[src/rtl/regfile_wb_pkg.sv]
// Shared constants for the register file and its pending memory-write queue.
// The classic register-file macros are kept here so existing code that uses them still compiles.
`ifndef REGFILE_WB_DEFINES
`define REGFILE_WB_DEFINES
`define DATA_WIDTH    32
`define RADDR_WIDTH   5
`define REG_NUM       32
`define ZERO          32'd0
`define WRITE_ENABLE  1'b1
`define WRITE_DISABLE 1'b0
`endif

package regfile_wb_pkg;
    localparam int DATA_W     = `DATA_WIDTH;
    localparam int RADDR_W    = `RADDR_WIDTH;
    localparam int REG_NUM    = `REG_NUM;
    localparam int PEND_DEPTH = 2;
endpackage

[src/rtl/regfile_pend_q.sv]
// Pending memory-write FIFO with per-entry live bits, kill-by-address and
// two associative lookup ports used for read bypass.
module regfile_pend_q
    import regfile_wb_pkg::*;
#(
    parameter int DW    = DATA_W,
    parameter int AW    = RADDR_W,
    parameter int DEPTH = PEND_DEPTH
) (
    input  logic          clk,
    input  logic          srst,
    input  logic          enq,
    input  logic [AW-1:0] enq_addr,
    input  logic [DW-1:0] enq_data,
    input  logic          deq,
    input  logic          kill,
    input  logic [AW-1:0] kill_addr,
    input  logic [AW-1:0] look_addr1,
    input  logic [AW-1:0] look_addr2,
    output logic          full,
    output logic          empty,
    output logic          head_live,
    output logic [AW-1:0] head_addr,
    output logic [DW-1:0] head_data,
    output logic          hit1,
    output logic [DW-1:0] hit_data1,
    output logic          hit2,
    output logic [DW-1:0] hit_data2
);
    localparam int PW = $clog2(DEPTH);

    logic [PW:0]    head_reg, tail_reg;
    logic [AW-1:0]  addr_mem [DEPTH];
    logic [DW-1:0]  data_mem [DEPTH];
    logic [DEPTH-1:0] live_reg;

    wire [PW-1:0] head_idx = head_reg[PW-1:0];
    wire [PW-1:0] tail_idx = tail_reg[PW-1:0];

    assign empty     = (head_reg == tail_reg);
    assign full      = (head_reg[PW] != tail_reg[PW]) && (head_idx == tail_idx);
    assign head_live = live_reg[head_idx];
    assign head_addr = addr_mem[head_idx];
    assign head_data = data_mem[head_idx];

    always_ff @(posedge clk) begin
        if (srst) begin
            head_reg <= '0;
            tail_reg <= '0;
        end else begin
            if (enq) begin
                addr_mem[tail_idx] <= enq_addr;
                data_mem[tail_idx] <= enq_data;
                tail_reg           <= tail_reg + 1'b1;
            end
            if (deq)
                head_reg <= head_reg + 1'b1;
        end
    end

    // Live is cleared on dequeue, so a set live bit also means the slot is occupied.
    genvar gi;
    generate
        for (gi = 0; gi < DEPTH; gi++) begin : g_live
            always_ff @(posedge clk) begin
                if (srst)
                    live_reg[gi] <= 1'b0;
                else if (enq && tail_idx == PW'(gi))
                    live_reg[gi] <= 1'b1;
                else if ((deq && head_idx == PW'(gi)) ||
                         (kill && addr_mem[gi] == kill_addr) ||
                         (enq && addr_mem[gi] == enq_addr))
                    live_reg[gi] <= 1'b0;
            end
        end
    endgenerate

    // At most one live entry per register, so OR-merging the matches is exact.
    always_comb begin
        hit1      = 1'b0;
        hit2      = 1'b0;
        hit_data1 = '0;
        hit_data2 = '0;
        for (int i = 0; i < DEPTH; i++) begin
            if (live_reg[i] && addr_mem[i] == look_addr1) begin
                hit1      = 1'b1;
                hit_data1 = hit_data1 | data_mem[i];
            end
            if (live_reg[i] && addr_mem[i] == look_addr2) begin
                hit2      = 1'b1;
                hit_data2 = hit_data2 | data_mem[i];
            end
        end
    end
endmodule

[src/rtl/regfile_wb.sv]
// Integer register file with one write port shared by execute and memory writeback;
// losing memory writes wait in a small queue and are bypassed to both read ports.
module regfile_wb
    import regfile_wb_pkg::*;
#(
    parameter int DATA_WIDTH  = DATA_W,
    parameter int RADDR_WIDTH = RADDR_W,
    parameter int PEND_DEPTH  = regfile_wb_pkg::PEND_DEPTH
) (
    input  logic                   clk_i,
    input  logic                   rst_i,
    input  logic                   exe_we_i,
    input  logic [RADDR_WIDTH-1:0] exe_waddr_i,
    input  logic [DATA_WIDTH-1:0]  exe_wdata_i,
    input  logic                   mem_valid_i,
    output logic                   mem_ready_o,
    input  logic [RADDR_WIDTH-1:0] mem_waddr_i,
    input  logic [DATA_WIDTH-1:0]  mem_wdata_i,
    input  logic [RADDR_WIDTH-1:0] raddr1_i,
    output logic [DATA_WIDTH-1:0]  rdata1_o,
    input  logic [RADDR_WIDTH-1:0] raddr2_i,
    output logic [DATA_WIDTH-1:0]  rdata2_o,
    output logic                   pend_busy_o
);
    localparam int NREG = 1 << RADDR_WIDTH;

    logic [DATA_WIDTH-1:0] regs_reg [NREG];

    logic                   q_full, q_empty, head_live;
    logic [RADDR_WIDTH-1:0] head_addr;
    logic [DATA_WIDTH-1:0]  head_data;
    logic                   hit [2];
    logic [DATA_WIDTH-1:0]  hit_data [2];
    logic [RADDR_WIDTH-1:0] raddr [2];
    logic [DATA_WIDTH-1:0]  rdata [2];

    wire exe_wr   = exe_we_i && (exe_waddr_i != '0);
    wire mem_xfer = mem_valid_i && mem_ready_o;
    // Memory is older than execute, so a same-cycle execute write to the same register wins outright.
    wire mem_drop = (mem_waddr_i == '0) || (exe_wr && exe_waddr_i == mem_waddr_i);
    wire mem_keep = mem_xfer && !mem_drop;
    wire deq      = !exe_wr && !q_empty;
    wire mem_dir  = mem_keep && !exe_wr && q_empty;
    wire enq      = mem_keep && !mem_dir;

    assign mem_ready_o = !rst_i && !q_full;
    assign pend_busy_o = !rst_i && !q_empty;

    regfile_pend_q #(
        .DW    (DATA_WIDTH),
        .AW    (RADDR_WIDTH),
        .DEPTH (PEND_DEPTH)
    ) u_pend_q (
        .clk        (clk_i),
        .srst       (rst_i),
        .enq        (enq),
        .enq_addr   (mem_waddr_i),
        .enq_data   (mem_wdata_i),
        .deq        (deq),
        .kill       (exe_wr),
        .kill_addr  (exe_waddr_i),
        .look_addr1 (raddr1_i),
        .look_addr2 (raddr2_i),
        .full       (q_full),
        .empty      (q_empty),
        .head_live  (head_live),
        .head_addr  (head_addr),
        .head_data  (head_data),
        .hit1       (hit[0]),
        .hit_data1  (hit_data[0]),
        .hit2       (hit[1]),
        .hit_data2  (hit_data[1])
    );

    always_ff @(posedge clk_i) begin
        if (rst_i) begin
            for (int i = 0; i < NREG; i++)
                regs_reg[i] <= '0;
        end else if (exe_wr) begin
            regs_reg[exe_waddr_i] <= exe_wdata_i;
        end else if (deq) begin
            if (head_live)
                regs_reg[head_addr] <= head_data;
        end else if (mem_dir) begin
            regs_reg[mem_waddr_i] <= mem_wdata_i;
        end
    end

    assign raddr[0] = raddr1_i;
    assign raddr[1] = raddr2_i;
    assign rdata1_o = rdata[0];
    assign rdata2_o = rdata[1];

    genvar gi;
    generate
        for (gi = 0; gi < 2; gi++) begin : g_rd
            always_comb begin
                rdata[gi] = regs_reg[raddr[gi]];
                if (rst_i || raddr[gi] == '0)
                    rdata[gi] = '0;
                else if (exe_wr && exe_waddr_i == raddr[gi])
                    rdata[gi] = exe_wdata_i;
                else if (mem_keep && mem_waddr_i == raddr[gi])
                    rdata[gi] = mem_wdata_i;
                else if (hit[gi])
                    rdata[gi] = hit_data[gi];
            end
        end
    endgenerate
endmodule

[config.mk]
export PLATFORM = sky130hd
export DESIGN_NAME = regfile_wb
export DESIGN_NICKNAME = d
export VERILOG_FILES = /design/src/rtl/regfile_wb_pkg.sv /design/src/rtl/regfile_pend_q.sv /design/src/rtl/regfile_wb.sv
export SDC_FILE = /design/constraint.sdc
export NUM_CORES = 2
export LEC_CHECK = 0
export CAP_MARGIN = 20
export CORE_UTILIZATION = 40
export DETAILED_ROUTE_END_ITERATION = 8
export GPL_TIMING_DRIVEN = 1
export PLACE_DENSITY = 0.66
export SKIP_LAST_GASP = 1
export SYNTH_ARGS = -nofsm -noshare
export SYNTH_HDL_FRONTEND = slang
export SYNTH_SLANG_ARGS = --single-unit
[constraint.sdc]
create_clock -name clk_i -period 12 [get_ports clk_i]
set_input_delay 3.6 -clock clk_i [delete_from_list [all_inputs] [get_ports clk_i]]
set_output_delay 3.6 -clock clk_i [all_outputs]
set_load 0.01 [all_outputs]
==> flow_summary.json <==
{
  "status": "completed",
  "top_layer": "met5",
  "p_leak_nw": 22.5,
  "finalHoldViolCount": 0,
  "grt-ovfl-total": 0,
  "dieWidth_um": 387,
  "grt_pass1_wl_mm": 339,
  "dp.cells": 6408,
  "powerDensity_nw_per_um2": 147,
  "clock_skew_ps": 45.7,
  "worstSkewPairLatency_ps": 750,
  "fill_cells": 12800,
  "cts_tree": "built",
  "worstSetupPathType": "input port to output port",
  "crit_buf_inv": 4,
  "crit_family": "simple AND/OR/NAND/NOR gates",
  "cts_resized": 0,
  "drc": 0,
  "finalCriticalPeriod_ps": 11270,
  "final_cell_mix": "1,098 x edfxtp_1, 1,075 x nor2_1, 348 x mux2i_1",
  "worstPathMaxFanout": 16,
  "final_util_pct": 46.2,
  "drt_iter0_markers": 9403,
  "ant_nets": 0,
  "antenna_found_initial": 12,
  "wl_met3_mm": 41.7,
  "hold_path_class": "register to register",
  "core_area_um2": 146000,
  "ys_seq_area_share_pct": 55.8,
  "core.rowCount": 140,
  "drtPass1Iterations": 7,
  "post_synth_num_cell_types": 63,
  "hpwlAfterDp_mm": 145,
  "cts_sinks": 1105,
  "wl_per_cell_um": 37.2,
  "die_height_um": 387,
  "worstPathCellList": "clkdlybuf4s50_1 -> or3_4 -> o31ai_4 -> nor4_1 -> buf_4 -> or4_2 -> and2_2 -> buf_12 -> a31oi_1 -> clkdlybuf4s50_1",
  "cp_common_cell": "clkdlybuf4s50_1",
  "report.final.slew_viol_count": 0,
  "dieArea_um2": 150000,
  "cp_slowest_cell": "or4_2",
  "path_clk_slew_ps": 60,
  "synthCells": 4612,
  "cts_buffer_depth": 3,
  "track_usage_pct": 31.9,
  "synth-edff-count": 1098,
  "io_pins": 154,
  "critPathMaxStageDelay_ps": 680,
  "setup_viol": 0,
  "via_count": 47500,
  "ctsHoldBuffers": 0,
  "met1_length_mm": 82.4,
  "setup_tns_ps": 0,
  "rsz0062_at_grt": "false",
  "final_nets": 4700,
  "avgSynthCellArea_um2": 12.9,
  "area_growth_pct": 14.0,
  "final-instance-count-excl-fill": 6633,
  "port-buffer-count": 153,
  "grt_pass1_vias": 45200,
  "fmax_mhz": 88.7,
  "synthArstFlopShare_pct": 0,
  "netlist_area_um2": 59300,
  "ys_ff_latch": 1105,
  "ys.flop_type": "edfxtp_1",
  "start_util_pct": 40.5,
  "grt_max_degree": 133,
  "critPathArrivalTime_ps": 7670,
  "period_share_pct": 93.9,
  "vdd_drop_max_mv": 0.125,
  "gp_congestion": 0.925,
  "end_kind": "output port",
  "slew_headroom_pct": 10.5,
  "numCtsBuffers": 116,
  "vias_per_cell": 7.17,
  "drv_cap": 0,
  "layout_commonest_cell": "edfxtp_1",
  "root_buffer": "clkbuf_16",
  "critPathLaunchType": "input port",
  "drt_wl_total_mm": 247,
  "critical_path_required_ps": 8400,
  "h-tree-depth": 3,
  "worst_pin_slew_ps": 1340,
  "largest_reg_flops": 1024,
  "syn_nets": 4702,
  "drive_gt1_share_pct": 18.6,
  "postCtsSetupBuffers": 0,
  "ys_warn_count": 0,
  "wl_met2_mm": 104
}
area by class of cell:
type | count | area [um^2] | area share (%)
antenna | 8 | 20.0 | 0.0296
clock inverter | 74 | 837 | 1.24
tap | 1917 | 2400 | 3.55
clock buffer | 142 | 3060 | 4.53
sequential | 1105 | 33100 | 49.0
multi-input combinational | 3045 | 25000 | 37.0
timing repair buffer | 332 | 3140 | 4.64
inverter | 10 | 37.5 | 0.0555
report_power, final:
group	internal (mW)	switching (mW)
Sequential	4.46	0.108
Clock	2.18	1.59
Combinational	0.513	1.11
Total	7.15	2.81
metal layers:
metal | up-vias | global-route usage, %
met5 | - | 0.797
met4 | 15 | 19.3
met3 | 1037 | 12.1
met2 | 4913 | 46.3
met1 | 23400 | 40.2
li1 | 18100 | -
cells by family after synthesis:
family          count (synthesis)  share of synthesized area, %
simple gates                 1214                          8.05
buf+inv                       462                          3.17
xor+xnor                       70                          1.03
flops                        1105                          55.8
compound gates                988                          11.7
mux                           771                          20.2
fa+ha+maj                       2                        0.0422
synthesized netlist by cell type, drive strengths merged, types with 61 or more instances:
cell,count,area [um^2]
mux2,93,1050
mux4,330,7430
clkbuf,284,1070
o21ai,186,931
mux2i,348,3480
o22ai,61,382
a221oi,125,1090
nor2,1082,4060
buf,168,773
o221ai,66,578
edfxtp,1098,33000
a22oi,190,1430
a21oi,99,495
per-stage QoR:
step | power (mW) | instance area [um^2] | hold slack (ps) | setup slack [ps]
6_report | 9.96 | 67600 | 518 | 728
5_1_grt | 10.1 | 67600 | 567 | 723
4_1_cts | 9.87 | 67600 | 527 | 865
3_5_place_dp | 6.18 | 63700 | 511 | 889
3_3_place_gp | 6.16 | 63600 | 498 | 921
2_1_floorplan | 5.48 | 59300 | 478 | 774
path summary, 6_finish.rpt:
kind	from	to	slack, ps	cells past startpoint
min reg2reg	u_pend_q.tail_reg[1]	u_pend_q.tail_reg[1]	520	1
min	u_pend_q.tail_reg[1]	u_pend_q.tail_reg[1]	520	1
max reg2reg	u_pend_q.head_reg[0]	regs_reg[27][19]	6300	9
max	exe_waddr_i[4]	rdata2_o[3]	730	10
Power figures use the tool's default switching activity.
